$ cat src/rtl/lsu_pkg.sv
// Shared encodings for the load/store memory master: funct3 widths, FSM states, completion codes.
package lsu_pkg;

  localparam logic [2:0] F3_B  = 3'd0;
  localparam logic [2:0] F3_H  = 3'd1;
  localparam logic [2:0] F3_W  = 3'd2;
  localparam logic [2:0] F3_BU = 3'd4;
  localparam logic [2:0] F3_HU = 3'd5;

  typedef enum logic [1:0] {
    IDLE = 2'd0,
    REQ  = 2'd1,
    WAIT = 2'd2,
    ERR  = 2'd3
  } state_t;

  typedef enum logic [1:0] {
    ERR_OK       = 2'b00,
    ERR_MISALIGN = 2'b01,
    ERR_TIMEOUT  = 2'b10,
    ERR_ILLEGAL  = 2'b11
  } err_t;

endpackage

$ cat src/rtl/lsu_mem_master_if.sv
// Single-outstanding reqValid/respValid memory bus; master issues one request pulse, slave answers with one response pulse.
interface lsu_mem_master_if #(parameter int XLEN = 32);
  logic            reqValid;
  logic            wen;
  logic [XLEN-1:0] wdata;
  logic [3:0]      wbmask;
  logic [XLEN-1:0] addr;
  logic            respValid;
  logic [XLEN-1:0] rdata;

  modport master (output reqValid, wen, wdata, wbmask, addr, input respValid, rdata);
  modport slave  (input reqValid, wen, wdata, wbmask, addr, output respValid, rdata);
endinterface

$ cat src/rtl/lsu_align.sv
// Byte-lane steering for RV32 loads/stores: mask, replicated store data, shifted/extended load data, legality flags.
// Purely combinational, zero latency, no backpressure.
module lsu_align
  import lsu_pkg::*;
#(
  parameter int XLEN = 32
) (
  input  logic [2:0]      funct3,
  input  logic [1:0]      offset,
  input  logic            wen,
  input  logic [XLEN-1:0] wdata,
  input  logic [XLEN-1:0] rdata,
  output logic [3:0]      wbmask,
  output logic [XLEN-1:0] wdata_rep,
  output logic [XLEN-1:0] ldata,
  output logic            misaligned,
  output logic            illegal
);

  logic [XLEN-1:0] sh;

  always_comb begin
    illegal = wen ? (funct3 > F3_W)
                  : (funct3 == 3'd3 || funct3 == 3'd6 || funct3 == 3'd7);
    // funct3[1:0] carries the access size for both signed and unsigned loads
    misaligned = ((funct3[1:0] == 2'd1) && offset[0]) ||
                 ((funct3[1:0] == 2'd2) && (offset != 2'd0));
  end

  always_comb begin
    wbmask    = 4'b1111;
    wdata_rep = wdata;
    case (funct3[1:0])
      2'd0: begin
        wbmask    = 4'b0001 << offset;
        wdata_rep = {4{wdata[7:0]}};
      end
      2'd1: begin
        wbmask    = 4'b0011 << offset;
        wdata_rep = {2{wdata[15:0]}};
      end
      default: ;
    endcase
  end

  always_comb begin
    sh    = rdata >> {offset, 3'b000};
    ldata = rdata;
    case (funct3)
      F3_B:    ldata = {{(XLEN-8){sh[7]}}, sh[7:0]};
      F3_BU:   ldata = {{(XLEN-8){1'b0}}, sh[7:0]};
      F3_H:    ldata = {{(XLEN-16){sh[15]}}, sh[15:0]};
      F3_HU:   ldata = {{(XLEN-16){1'b0}}, sh[15:0]};
      default: ldata = rdata;
    endcase
  end

endmodule

$ cat src/rtl/lsu_mem_master.sv
// CPU load/store to single-outstanding memory master; accept->request 1 cycle, response->done 1 cycle.
// cpu_ready only in IDLE; one access in flight; fatal timeout parks in ERR until reset.
module lsu_mem_master
  import lsu_pkg::*;
#(
  parameter int XLEN           = 32,
  parameter int TIMEOUT_CYCLES = 0
) (
  input  logic             clock,
  input  logic             reset,
  input  logic             cpu_valid,
  output logic             cpu_ready,
  input  logic             cpu_wen,
  input  logic [2:0]       cpu_funct3,
  input  logic [XLEN-1:0]  cpu_addr,
  input  logic [XLEN-1:0]  cpu_wdata,
  output logic             cpu_done,
  output logic [XLEN-1:0]  cpu_rdata,
  output logic [1:0]       cpu_err,
  lsu_mem_master_if.master mem
);

  localparam logic [31:0] CNT_LAST = 32'(TIMEOUT_CYCLES - 1);

  state_t          state_q, state_nxt;
  logic            done_q, done_nxt;
  err_t            err_q, err_nxt;
  logic [XLEN-1:0] rdata_q, rdata_nxt;
  logic            reqv_q, reqv_nxt;
  logic            wen_q, wen_nxt;
  logic [XLEN-1:0] wdata_q, wdata_nxt;
  logic [3:0]      mask_q, mask_nxt;
  logic [XLEN-1:0] addr_q, addr_nxt;
  logic [31:0]     cnt_q, cnt_nxt;
  logic [1:0]      off_q, off_nxt;
  logic [2:0]      f3_q, f3_nxt;

  logic            idle;
  logic [2:0]      al_funct3;
  logic [1:0]      al_offset;
  logic            al_wen;
  logic [3:0]      al_wbmask;
  logic [XLEN-1:0] al_wdata;
  logic [XLEN-1:0] al_ldata;
  logic            al_misaligned;
  logic            al_illegal;

  assign idle = (state_q == IDLE);

  // Decode from the live CPU fields at accept time, from latched fields while waiting for data.
  assign al_funct3 = idle ? cpu_funct3 : f3_q;
  assign al_offset = idle ? cpu_addr[1:0] : off_q;
  assign al_wen    = idle ? cpu_wen : wen_q;

  lsu_align #(.XLEN(XLEN)) u_align (
    .funct3     (al_funct3),
    .offset     (al_offset),
    .wen        (al_wen),
    .wdata      (cpu_wdata),
    .rdata      (mem.rdata),
    .wbmask     (al_wbmask),
    .wdata_rep  (al_wdata),
    .ldata      (al_ldata),
    .misaligned (al_misaligned),
    .illegal    (al_illegal)
  );

  always_comb begin
    state_nxt = state_q;
    done_nxt  = 1'b0;
    err_nxt   = ERR_OK;
    rdata_nxt = '0;
    reqv_nxt  = 1'b0;
    wen_nxt   = wen_q;
    wdata_nxt = wdata_q;
    mask_nxt  = mask_q;
    addr_nxt  = addr_q;
    cnt_nxt   = cnt_q;
    off_nxt   = off_q;
    f3_nxt    = f3_q;
    case (state_q)
      IDLE: begin
        if (cpu_valid) begin
          if (al_illegal) begin
            done_nxt = 1'b1;
            err_nxt  = ERR_ILLEGAL;
          end else if (al_misaligned) begin
            done_nxt = 1'b1;
            err_nxt  = ERR_MISALIGN;
          end else begin
            off_nxt   = cpu_addr[1:0];
            f3_nxt    = cpu_funct3;
            wen_nxt   = cpu_wen;
            addr_nxt  = {cpu_addr[XLEN-1:2], 2'b00};
            wdata_nxt = al_wdata;
            mask_nxt  = al_wbmask;
            reqv_nxt  = 1'b1;
            state_nxt = REQ;
          end
        end
      end
      REQ: begin
        cnt_nxt   = '0;
        state_nxt = WAIT;
      end
      WAIT: begin
        if (mem.respValid) begin
          done_nxt  = 1'b1;
          rdata_nxt = wen_q ? '0 : al_ldata;
          state_nxt = IDLE;
        end else if (TIMEOUT_CYCLES != 0) begin
          if (cnt_q == CNT_LAST) begin
            done_nxt  = 1'b1;
            err_nxt   = ERR_TIMEOUT;
            state_nxt = ERR;
          end else begin
            cnt_nxt = cnt_q + 32'd1;
          end
        end
      end
      default: state_nxt = ERR;
    endcase
  end

  always_ff @(posedge clock or posedge reset) begin
    if (reset) begin
      state_q <= IDLE;
      done_q  <= 1'b0;
      err_q   <= ERR_OK;
      rdata_q <= '0;
      reqv_q  <= 1'b0;
      wen_q   <= 1'b0;
      wdata_q <= '0;
      mask_q  <= '0;
      addr_q  <= '0;
      cnt_q   <= '0;
      off_q   <= '0;
      f3_q    <= '0;
    end else begin
      state_q <= state_nxt;
      done_q  <= done_nxt;
      err_q   <= err_nxt;
      rdata_q <= rdata_nxt;
      reqv_q  <= reqv_nxt;
      wen_q   <= wen_nxt;
      wdata_q <= wdata_nxt;
      mask_q  <= mask_nxt;
      addr_q  <= addr_nxt;
      cnt_q   <= cnt_nxt;
      off_q   <= off_nxt;
      f3_q    <= f3_nxt;
    end
  end

  assign cpu_ready    = idle;
  assign cpu_done     = done_q;
  assign cpu_err      = err_q;
  assign cpu_rdata    = rdata_q;
  assign mem.reqValid = reqv_q;
  assign mem.wen      = wen_q;
  assign mem.wdata    = wdata_q;
  assign mem.wbmask   = mask_q;
  assign mem.addr     = addr_q;

endmodule

$ cat src/flat_wrapper.sv
// flat-port wrapper written by rule: the top's interface ports become plain ports
module lsu_mem_master_flat import lsu_pkg::*;
#(
  parameter int XLEN           = 32,
  parameter int TIMEOUT_CYCLES = 0
)
  (clock, reset, cpu_valid, cpu_ready, cpu_wen, cpu_funct3, cpu_addr, cpu_wdata, cpu_done, cpu_rdata, cpu_err, mem_reqValid, mem_wen, mem_wdata, mem_wbmask, mem_addr, mem_respValid, mem_rdata);
  lsu_mem_master_if #(.XLEN(XLEN)) mem_i ();
  input  logic clock;
  input  logic reset;
  input  logic cpu_valid;
  output logic cpu_ready;
  input  logic cpu_wen;
  input  logic [2:0] cpu_funct3;
  input  logic [XLEN-1:0] cpu_addr;
  input  logic [XLEN-1:0] cpu_wdata;
  output logic cpu_done;
  output logic [XLEN-1:0] cpu_rdata;
  output logic [1:0] cpu_err;
  output wire logic [$bits(mem_i.reqValid)-1:0] mem_reqValid;
  output wire logic [$bits(mem_i.wen)-1:0] mem_wen;
  output wire logic [$bits(mem_i.wdata)-1:0] mem_wdata;
  output wire logic [$bits(mem_i.wbmask)-1:0] mem_wbmask;
  output wire logic [$bits(mem_i.addr)-1:0] mem_addr;
  input wire logic [$bits(mem_i.respValid)-1:0] mem_respValid;
  input wire logic [$bits(mem_i.rdata)-1:0] mem_rdata;
  assign mem_reqValid = mem_i.reqValid;
  assign mem_wen = mem_i.wen;
  assign mem_wdata = mem_i.wdata;
  assign mem_wbmask = mem_i.wbmask;
  assign mem_addr = mem_i.addr;
  assign mem_i.respValid = mem_respValid;
  assign mem_i.rdata = mem_rdata;
  lsu_mem_master #(.XLEN(XLEN), .TIMEOUT_CYCLES(TIMEOUT_CYCLES)) u_core (.clock(clock), .reset(reset), .cpu_valid(cpu_valid), .cpu_ready(cpu_ready), .cpu_wen(cpu_wen), .cpu_funct3(cpu_funct3), .cpu_addr(cpu_addr), .cpu_wdata(cpu_wdata), .cpu_done(cpu_done), .cpu_rdata(cpu_rdata), .cpu_err(cpu_err), .mem(mem_i));
endmodule
$ cat config.mk
export PLATFORM = sky130hd
export DESIGN_NAME = lsu_mem_master_flat
export DESIGN_NICKNAME = d
export VERILOG_FILES = /design/src/rtl/lsu_pkg.sv /design/src/rtl/lsu_mem_master_if.sv /design/src/rtl/lsu_align.sv /design/src/rtl/lsu_mem_master.sv /design/src/flat_wrapper.sv
export SDC_FILE = /design/constraint.sdc
export NUM_CORES = 1
export LEC_CHECK = 0
export ABC_AREA = 1
export BUFFER_PORTS_ARGS = -buffer_cell sky130_fd_sc_hd__buf_2
export CAP_MARGIN = 0
export CORE_UTILIZATION = 49
export CTS_CLUSTER_SIZE = 28
export DETAILED_ROUTE_END_ITERATION = 10
export PLACE_DENSITY_LB_ADDON = 0.3
export SETUP_SLACK_MARGIN = 0.15
export SYNTH_ARGS = -nofsm -noshare
export SYNTH_HDL_FRONTEND = slang
export SYNTH_SLANG_ARGS = --single-unit
$ cat constraint.sdc
create_clock -name clock -period 4.1 [get_ports clock]
set_input_delay 0.41 -clock clock [delete_from_list [all_inputs] [get_ports clock]]
set_output_delay 0.41 -clock clock [all_outputs]
set_load 0.05 [all_outputs]
==> results of run 1 <==
## cell usage in the layout (no fill, tap or decap), drive strengths merged
master,Yosys,routed
clkbuf,17,10
dfrtp,110,110
nor2,46,46
dlygate4sd3,0,1
inv,54,56
o21ai,44,44
nor3,1,1
o22ai,2,2
conb,1,2
nand3,33,33
nand4,2,2
nand2,354,354
ha,4,4
buf,17,214
clkinv,0,3
bufinv,0,1
or2,1,1
a21oi,27,27
## cells in the mapped netlist (all sizes together)
master	number	area share, %
nand2	354	25
dfrtp	110	51
inv	54	3.8
nor2	46	3.7
o21ai	44	4.4
nand3	33	3.3
a21oi	27	2.5
buf	17	2.8
clkbuf	17	1.2
ha	4	0.93
nand4	2	0.23
o22ai	2	0.23
conb	1	0.070
nor3	1	0.093
or2	1	0.12
## routing by layer
| metal | share of wire [%] | up-vias | global-route usage [%] |
|---|---|---|---|
| li1 | - | 2571 | - |
| met1 | 42 | 2343 | 34.2 |
| met2 | 48 | 223 | 41.4 |
| met3 | 7.3 | 22 | 4.68 |
| met4 | 2.1 | 0 | 8.71 |
| met5 | 0 | - | 0 |
## what timing repair did
item / 4_1_cts / 5_1_grt
buffers inserted: 0 / 0
hold endpoints to repair: 19 / 0
hold buffers: 1 / 0
## critical path, cell delays in order, from the launching register on
cell	delay, ns
dfrtp_1	0.43
inv_1	0.09
ha_1	0.55
inv_2	0.21
nand2_2	0.13
nand2_4	0.21
nor2_8	0.26
nand2_1	0.11
nand2_2	0.12
nor2_4	0.05
nand2_4	0.12
buf_4	0.59
nand2_1	0.14
nand2_1	0.10
## worst max-delay path by stage
stage | from | endpoint | slack, ns | depth (start not counted)
floorplan | reset | u_core.cpu_done | 0.79 | 1
global placement | u_core.state_q[0] | u_core.f3_q[1] | 1.06 | 12
detailed placement | u_core.state_q[0] | u_core.mem.wdata[31] | 0.91 | 12
CTS | u_core.state_q[0] | u_core.mem.wdata[28] | 0.88 | 12
global route | u_core.state_q[0] | u_core.mem.wdata[28] | 0.50 | 13
finish | u_core.state_q[0] | u_core.mem.wdata[22] | 0.84 | 13
## logic make-up (layout without fill, tap and decap cells)
logic type	after synthesis	in the layout
AOI/OAI and AO/OA	73	73
adders and majority gates	4	4
buffers and inverters	88	285
DFF	110	110
other	1	2
and+or+nand+nor	437	437
## sequential cells by signal, indices dropped and copies added (netlist names)
name / count
u_core.cpu_done: 1
u_core.state_q: 2
u_core.mem.reqValid: 1
u_core.cpu_err: 2
u_core.f3_q: 3
u_core.cpu_rdata: 32
u_core.mem.wen: 1
u_core.mem.addr: 30
u_core.mem.wdata: 32
u_core.mem.wbmask: 4
u_core.off_q: 2
## power by group
part           switching (mW)  internal [mW]
sequential              0.206           1.48
clock                   0.409          0.317
combinational            2.96          0.934
## cell type report
| cell class | count | area share (%) |
|---|---|---|
| well taps | 136 | 2.55 |
| repair buffers | 215 | 16.7 |
| inverters | 54 | 3.08 |
| clock inverters | 6 | 1.37 |
| clock buffers | 10 | 2.06 |
| flip-flops and latches | 110 | 41.3 |
| multi-input cells | 516 | 33.0 |
==> qor.txt, run 1 <==
Routed wire length per instance: 13.3 um
CTS HTree Levels: 3
Peak Freq: 307 MHz
Maximum vdd ir drop: 0.528 mV
Final core utilization: 63.8%
Sequential-to-total area share from yosys stat: 51.3%
Sinks on the clock net: 110
Total clock buffers created by CTS: 9
Port Buffer Count: 207
Transition at the pin with the smallest max-transition slack: 0.855 ns
Worst setup skew after layout: 0.0164 ns
Y dimension of the die: 107 um
Placed wire-length estimate: 10100 um
Hold slack final: 0.208 ns
Hold path depth: 3
Overflow after GRT: 0
Growth of design area from synthesis to finish: 24.3%
Global-route wire length before repair: 22700 um
First DRT Iteration DRCs: 321
Capturing element type of the critical path: flop
Share of cells above drive strength 1: 27.3%
Min-Delay Endpoint: u_core.mem.addr[12]
Total area of multi-input combinational cells: 0.00220 mm2
Setup Viol. Count Final: 0
Outcome: finished, final reports clean
Total cell area at the placement stage: 0.00643 mm2
Min-Delay Startpoint: cpu_addr[12]
Post-route ant nets: 0
Final worst-path setup slack: 0.843 ns
Detailed-route vias per instance: 4.93
Count of placed standard cells including taps: 1030
Post-synthesis mux area share: 0%
Arrival @ worst endpoint: 3.57 ns
Number of maximum-capacitance constraint violations: 0
Die Outline Area: 0.0114 mm2
CP required: 4.41 ns
Fraction of synthesized cell area in xor and xnor cells: 0%
Worst Hold Class: primary input to flop
Worst-case headroom to the max-slew limit: 42.9%
Register-to-register setup slack: 0.84 ns
Adder and majority gate portion of the synthesized area: 0.933%
Final Hold Violating Endpoints: 0
Number of design rule violations left after detail routing: 0
Dominant combinational cell family by area after synthesis: simple AND/OR/NAND/NOR gates
# rows: 37
Cts repair resizes: 0
Final instance count without filler cells: 1047
Overall routed net length: 14000 um
I/O pin cnt: 210
CTS root buf: clkbuf_8
Fillers: 1003
Synth Instances: 713
Post-synthesis cell type count: 28
Post-layout minimum cycle time: 3.26 ns
Maximum number of pins on one net before global-route repair: 80
CTS clock-pin slew for the worst setup and hold paths: 0.12 ns
Worst Setup Start Kind: flop
Cells on worst reg2reg path: 13
Via count of the first global-routing pass: 4654
Basic-gate share of the synthesized area counting and, or, nand and nor cells: 32.8%
Antenna violations before repair: 0
Synth Area per Inst: 7.52 um2
YS warnings: 0
Number of flip-flops and latches in the synthesized netlist: 110
Power density of the placed cells: 945 mW/mm2
Largest fanout on the critical path: 79
Number of iterations in the first detailed-routing pass: 5
Post-synthesis cell area: 0.00537 mm2
Final Max Tran Viols: 0
Compound-Gate Fraction of Synth Area: 7.14%
Setup repair after global routing missed its margin: no
Pre-CTS setup slack: 0.914 ns
Initial cell density of the core: 51.3%
Final period utilization: 79.4%
Area taken by flip-flops and latches: 0.00275 mm2
Buffer levels on the longest clock path: 2
Global-route total usage across every layer: 25.4%
Via Count: 5159
Setup Total Neg Slack: 0 ns
Width of the die: 107 um
Fin nets: 1014
Clock latency at the later pin of the worst-skew pair: 0.38 ns
Total power draw: 6.31 mW
Post-route cell area: 0.00667 mm2
Placeable core region: 0.0105 mm2
RD Place Congestion: 0.830
Final antenna diode count: 0
P_leak: 4.15 nW
Launching point of the worst reg2reg path: u_core.state_q[0]
Worst r2r dst: u_core.mem.wdata[22]
Clock tree from TritonCTS: yes
Critical path class: flop to flop
(Power assumes the default switching activity.)
==> run 2: changes to the inputs <==
CORE_UTILIZATION = 44   (was 49)
clock period = 2.94 ns   (was 4.1 ns; I/O delays follow)
==> qor.txt, run 2 (synthesized netlist as in run 1, its figures left out) <==
Worst Setup Start Kind: flop
Number of maximum-capacitance constraint violations: 0 (unchanged)
Routed wire length per instance: 13.5 um (+1.1%)
Launching point of the worst reg2reg path: u_core.state_q[0]
Arrival @ worst endpoint: 2.75 ns (-0.82 ns)
RD Place Congestion: 0.842 (+1.4%)
Global-route wire length before repair: 23200 um (+2.0%)
Power density of the placed cells: 1340 mW/mm2 (+41%)
Capturing element type of the critical path: flop
CP required: 3.19 ns (-1.22 ns)
Worst setup skew after layout: 0.00584 ns (-0.0106 ns)
Die Outline Area: 0.0126 mm2 (+11%)
Clock latency at the later pin of the worst-skew pair: 0.35 ns (-0.03 ns)
P_leak: 4.17 nW (+0.59%)
Antenna violations before repair: 0 (unchanged)
Transition at the pin with the smallest max-transition slack: 0.849 ns (-0.00621 ns)
First DRT Iteration DRCs: 410 (+28%)
Outcome: finished, final reports clean
Largest fanout on the critical path: 18 (-77%)
Placeable core region: 0.0117 mm2 (+11%)
Final Max Tran Viols: 0 (unchanged)
Setup Total Neg Slack: 0 ns (unchanged)
Net switching power figure: 5.03 mW (+41%)
Global-route total usage across every layer: 23.5% (-1.9 points)
Share of cells above drive strength 1: 27.7% (+0.41 points)
CTS HTree Levels: 3 (unchanged)
Worst-case headroom to the max-slew limit: 43.3% (+0.41 points)
Cell-internal power: 4.00 mW (+46%)
Final Hold Violating Endpoints: 0 (unchanged)
# rows: 39 (+5.4%)
Overall routed net length: 14200 um (+1.9%)
CTS root buf: clkbuf_16
Maximum vdd ir drop: 0.782 mV (+48%)
Number of iterations in the first detailed-routing pass: 5 (unchanged)
Placed wire-length estimate: 10200 um (+1.2%)
Port Buffer Count: 207 (unchanged)
Via count of the first global-routing pass: 4757 (+2.2%)
CTS clock-pin slew for the worst setup and hold paths: 0.07 ns (-0.05 ns)
Clock share of power: 12.7% (+1.2 points)
I/O pin cnt: 210 (unchanged)
Total clock buffers created by CTS: 9 (unchanged)
Most frequent cells in the layout: 346 x nand2_1, 207 x buf_2, 110 x dfrtp_1
Final period utilization: 85.0% (+5.5 points)
Post-layout minimum cycle time: 2.50 ns (-0.758 ns)
Critical path class: flop to flop
Buffer levels on the longest clock path: 2 (unchanged)
Setup Viol. Count Final: 0 (unchanged)
Number of design rule violations left after detail routing: 0 (unchanged)
Setup repair after global routing missed its margin: no
Sw Ratio: 55.7% (-0.96 points)
Area taken by flip-flops and latches: 0.00275 mm2 (unchanged)
Fillers: 1115 (+11%)
# Post-CTS Setup Buffers: 0 (unchanged)
Power share of the sequential group: 26.0% (-0.8 points)
Sinks on the clock net: 110 (unchanged)
Peak Freq: 400 MHz (+30%)
Worst Hold Class: primary input to async pin
Post-route ant nets: 0 (unchanged)
Growth of design area from synthesis to finish: 26.0%
Final antenna diode count: 0 (unchanged)
Initial cell density of the core: 46.0% (-5.3 points)
Clock tree from TritonCTS: yes
Y dimension of the die: 112 um (+5.4%)
Maximum number of pins on one net before global-route repair: 90 (+13%)
Overflow after GRT: 0 (unchanged)
Final instance count without filler cells: 1055 (+0.76%)
Most common library cell in the layout ignoring fill and taps: nand2_1
Count of placed standard cells including taps: 1039 (+0.87%)
Via Count: 5075 (-1.6%)
Detailed-route vias per instance: 4.81 (-2.4%)
Width of the die: 112 um (+5.4%)
Fin nets: 1015 (+0.099%)
Total area of multi-input combinational cells: 0.00221 mm2 (+0.23%)
Setup crit start: u_core.state_q[0]
Combinational fraction of design power: 61.3% (-0.4 points)
[run 2: worst paths after layout]
kind | to | slack (ns) | depth (start not counted)
worst min-delay path | u_core.cpu_done | 0.005 | 2
max in group asynchronous | u_core.mem.addr[18] | 2.12 | 3
worst max-delay path | u_core.cpu_rdata[27] | 0.44 | 10
worst min register to register | u_core.mem.wdata[23] | 0.47 | 2
worst max register to register | u_core.cpu_rdata[27] | 0.44 | 10
min in group clock | u_core.mem.addr[15] | 0.13 | 3
[run 2: power groups by stage]
stage	registers (mW)	logic, mW	clock network, mW
finish	2.34	5.54	1.15
global route	2.41	6.06	1.25
CTS	2.34	5.55	1.18
detailed placement	2.36	5.54	0
global placement	2.36	5.49	0
floorplan	4.11	2.56	0
[run 2: worst max-delay path: stages, from the launching register on]
cell and delay (ns):
dfrtp_1 0.42, inv_1 0.10, ha_2 0.33, buf_4 0.19
nand2_1 0.05, nand2_1 0.37, nand3_1 0.18, nand3_2 0.21
nand3_2 0.32, nand2_1 0.16, inv_1 0.05
[run 2: area by class of cell]
| class | count | share of cell area (%) |
|---|---|---|
| clock buffers | 9 | 3.33 |
| clock inverters | 7 | 0.740 |
| inverters | 54 | 3.05 |
| multi-input cells | 516 | 32.6 |
| flip-flops and latches | 110 | 40.7 |
| well taps | 143 | 2.65 |
| repair buffers | 216 | 16.9 |
[run 2: timing repair]
action / in CTS / in global routing
endpoints found under the setup margin: 0 / 91
resized for setup: 0 / 2
hold buffers: 0 / 0
[run 2: through the flow]
stage / utilization [%] / hold slack (ns) / power (mW) / setup slack [ns] / cell area, um2
final: 58.0 / 0.00455 / 9.03 / 0.442 / 6760
after global routing: 58.0 / 0.0467 / 9.71 / 0.223 / 6760
after CTS: 57.9 / 0.0147 / 9.07 / 0.282 / 6760
after detailed placement: 55.6 / 0.406 / 7.90 / 0.303 / 6480
after global placement: 55.6 / 0.409 / 7.85 / 0.356 / 6480
after floorplan: - / 0.404 / 6.67 / 0.519 / 5370
[run 2: layer usage]
layer	global-route usage, %	part of all wire [%]	wire length (um)
met1	30.6	44	6270
met2	39.3	48	6860
met3	5.89	6.4	911
met4	6.04	1.3	189
met5	0	0	0
==> run 3: changes to the inputs <==
CORE_UTILIZATION = 49   (was 44)
clock period = 2.3 ns   (was 2.94 ns; I/O delays follow)
==> qor.txt, run 3 (synthesized netlist as in run 1, its figures left out) <==
Worst Setup Start Kind: flop
Post-route ant nets: 0 (unchanged)
Capturing element type of the critical path: flop
Overall routed net length: 15200 um (+6.7%)
Outcome: finished, final reports clean
Overflow after GRT: 0 (unchanged)
Fin nets: 1047 (+3.2%)
Buffer levels on the longest clock path: 2 (unchanged)
Global-route total usage across every layer: 25.9% (+2.4 points)
Via count of the first global-routing pass: 4835 (+1.6%)
# rows: 37 (-5.1%)
Die Outline Area: 0.0114 mm2 (-10%)
Global-route wire length before repair: 23200 um (+0.12%)
Worst Hold Class: primary input to flop
Antenna violations before repair: 0 (unchanged)
Cells on worst reg2reg path: 13 (+3)
Setup Viol. Count Final: 0 (unchanged)
I/O pin cnt: 210 (unchanged)
Clock tree from TritonCTS: yes
Peak Freq: 485 MHz (+21%)
Cell-internal power: 5.41 mW (+35%)
Critical path class: flop to flop
Final Max Tran Viols: 0 (unchanged)
Share of cells above drive strength 1: 30.9% (+3.1 points)
Initial cell density of the core: 51.3% (+5.3 points)
Placeable core region: 0.0105 mm2 (-10%)
Setup repair after global routing missed its margin: yes
Final antenna diode count: 0 (unchanged)
Hold path depth: 3
Via Count: 5409 (+6.6%)
Y dimension of the die: 107 um (-5.1%)
First DRT Iteration DRCs: 334 (-19%)
Post-layout minimum cycle time: 2.06 ns (-0.437 ns)
Number of maximum-capacitance constraint violations: 0 (unchanged)
Arrival @ worst endpoint: 2.35 ns (-0.40 ns)
Maximum number of pins on one net before global-route repair: 43 (-52%)
Number of design rule violations left after detail routing: 0 (unchanged)
Final Hold Violating Endpoints: 0 (unchanged)
Port Buffer Count: 207 (unchanged)
Placed wire-length estimate: 10700 um (+4.7%)
Worst setup skew after layout: 0.0118 ns (+0.00593 ns)
Largest fanout on the critical path: 14 (-4)
Routed wire length per instance: 14.1 um (+4.3%)
CTS root buf: clkbuf_8
Sw Ratio: 55.3% (-0.32 points)
Width of the die: 107 um (-5.1%)
Power density of the placed cells: 1700 mW/mm2 (+27%)
Final worst-path setup slack: 0.239 ns (-0.203 ns)
Power share of the sequential group: 24.9% (-1.1 points)
CP required: 2.58 ns (-0.61 ns)
Transition at the pin with the smallest max-transition slack: 0.763 ns (-0.0861 ns)
CTS clock-pin slew for the worst setup and hold paths: 0.11 ns (+0.04 ns)
Sinks on the clock net: 110 (unchanged)
CTS HTree Levels: 3 (unchanged)
Maximum vdd ir drop: 1.11 mV (+41%)
Clock share of power: 9.2% (-3.5 points)
RD Place Congestion: 0.875 (+3.9%)
Most common library cell in the layout ignoring fill and taps: nand2_1
Pre-CTS setup slack: -0.00454 ns (-0.307 ns)
Net switching power figure: 6.71 mW (+33%)
Total clock buffers created by CTS: 9 (unchanged)
Most frequent cells in the layout: 341 x nand2_1, 207 x buf_2, 110 x dfrtp_1
Number of iterations in the first detailed-routing pass: 5 (unchanged)
Clock latency at the later pin of the worst-skew pair: 0.38 ns (+0.03 ns)
P_leak: 4.33 nW (+3.8%)
Growth of design area from synthesis to finish: 32.7%
Worst-case headroom to the max-slew limit: 49.0% (+5.7 points)
Combinational fraction of design power: 66.0% (+4.7 points)
Final period utilization: 89.6% (+4.6 points)
Hold slack final: 0.0326 ns (+0.0280 ns)
Detailed-route vias per instance: 5.01 (+4.2%)
[run 3: cell count changes in the layout (fill, tap and decap cells not counted), moves of 2 or more]
cell / change
clkinv_2: -2
nand2_1: -5
buf_4: +20
inv_1: -3
clkbuf_16: -4
buf_6: +3
clkbuf_8: +9
nand2_2: +4
clkinv_8: +2
buf_12: +3
nand2_8: +2
[run 3: what timing repair did]
action	in CTS	in global routing
hold endpoints to repair	30	0
pin swaps	1	4
hold buffers	1	0
cloned	0	5
buffers inserted	3	12
gates resized for setup	6	20
endpoints found under the setup margin	88	103
[run 3: worst paths after layout]
| check | slack (ns) | start | endpoint |
|---|---|---|---|
| worst max register to register | 0.24 | u_core.state_q[1] | u_core.mem.wdata[0] |
| min in group asynchronous | 0.54 | reset | u_core.mem.addr[31] |
| worst min-delay path | 0.03 | cpu_addr[23] | u_core.mem.addr[23] |
| worst max-delay path | 0.24 | u_core.state_q[1] | u_core.mem.wdata[0] |
| worst min register to register | 0.49 | u_core.mem.wdata[19] | u_core.mem.wdata[19] |
| max in group asynchronous | 1.10 | reset | u_core.cpu_rdata[11] |
[run 3: area by class of cell]
class                      count  area [um2]
inverter                      54         225
fill                         934        3340
sequential                   110        2750
clock buffer                   9         124
tap                          136         170
multi-input combinational    516        2270
timing repair buffer         248        1520
clock inverter                 6        60.1
[run 3: power groups by stage]
| stage | logic [mW] | clock network [mW] | registers [mW] |
|---|---|---|---|
| floorplan | 3.32 | 0 | 5.26 |
| global route | 8.69 | 1.20 | 3.09 |
| CTS | 7.37 | 1.12 | 3.01 |
| global placement | 7.17 | 0 | 3.02 |
| detailed placement | 7.27 | 0 | 3.03 |
| finish | 8.00 | 1.11 | 3.01 |
[run 3: metrics by stage]
stage	cells	setup TNS [ns]	instance area, um2	util [%]	power (mW)
final	1079	0	7120	68.0	12.1
after global placement	1043	0	6590	63.0	10.2
after global routing	1079	0	7120	68.0	13.0
after CTS	1062	0	6830	65.3	11.5
after floorplan	714	0	5390	-	8.58
after detailed placement	1043	-0.00551	6590	63.0	10.3
[run 3: critical path, cell delays in order, from the launching register on]
cell     delay [ns]
dfrtp_1        0.44
inv_2          0.10
ha_4           0.19
buf_4          0.14
nand2_1        0.08
o21ai_4        0.11
nand2_2        0.08
nand2_1        0.08
nand2_2        0.07
nor2_4         0.19
nand2_8        0.13
buf_4          0.21
nand2_1        0.08
nand2_1        0.06
[run 3: routing by layer]
layer	share of wire [%]	wire [um]	global-route usage, %	vias up
met2	50	7540	43.6	215
met4	1.5	226	8.81	0
li1	-	-	-	2642
met5	0	0	0	-
met1	42	6390	33.5	2534
met3	6.7	1030	5.05	18
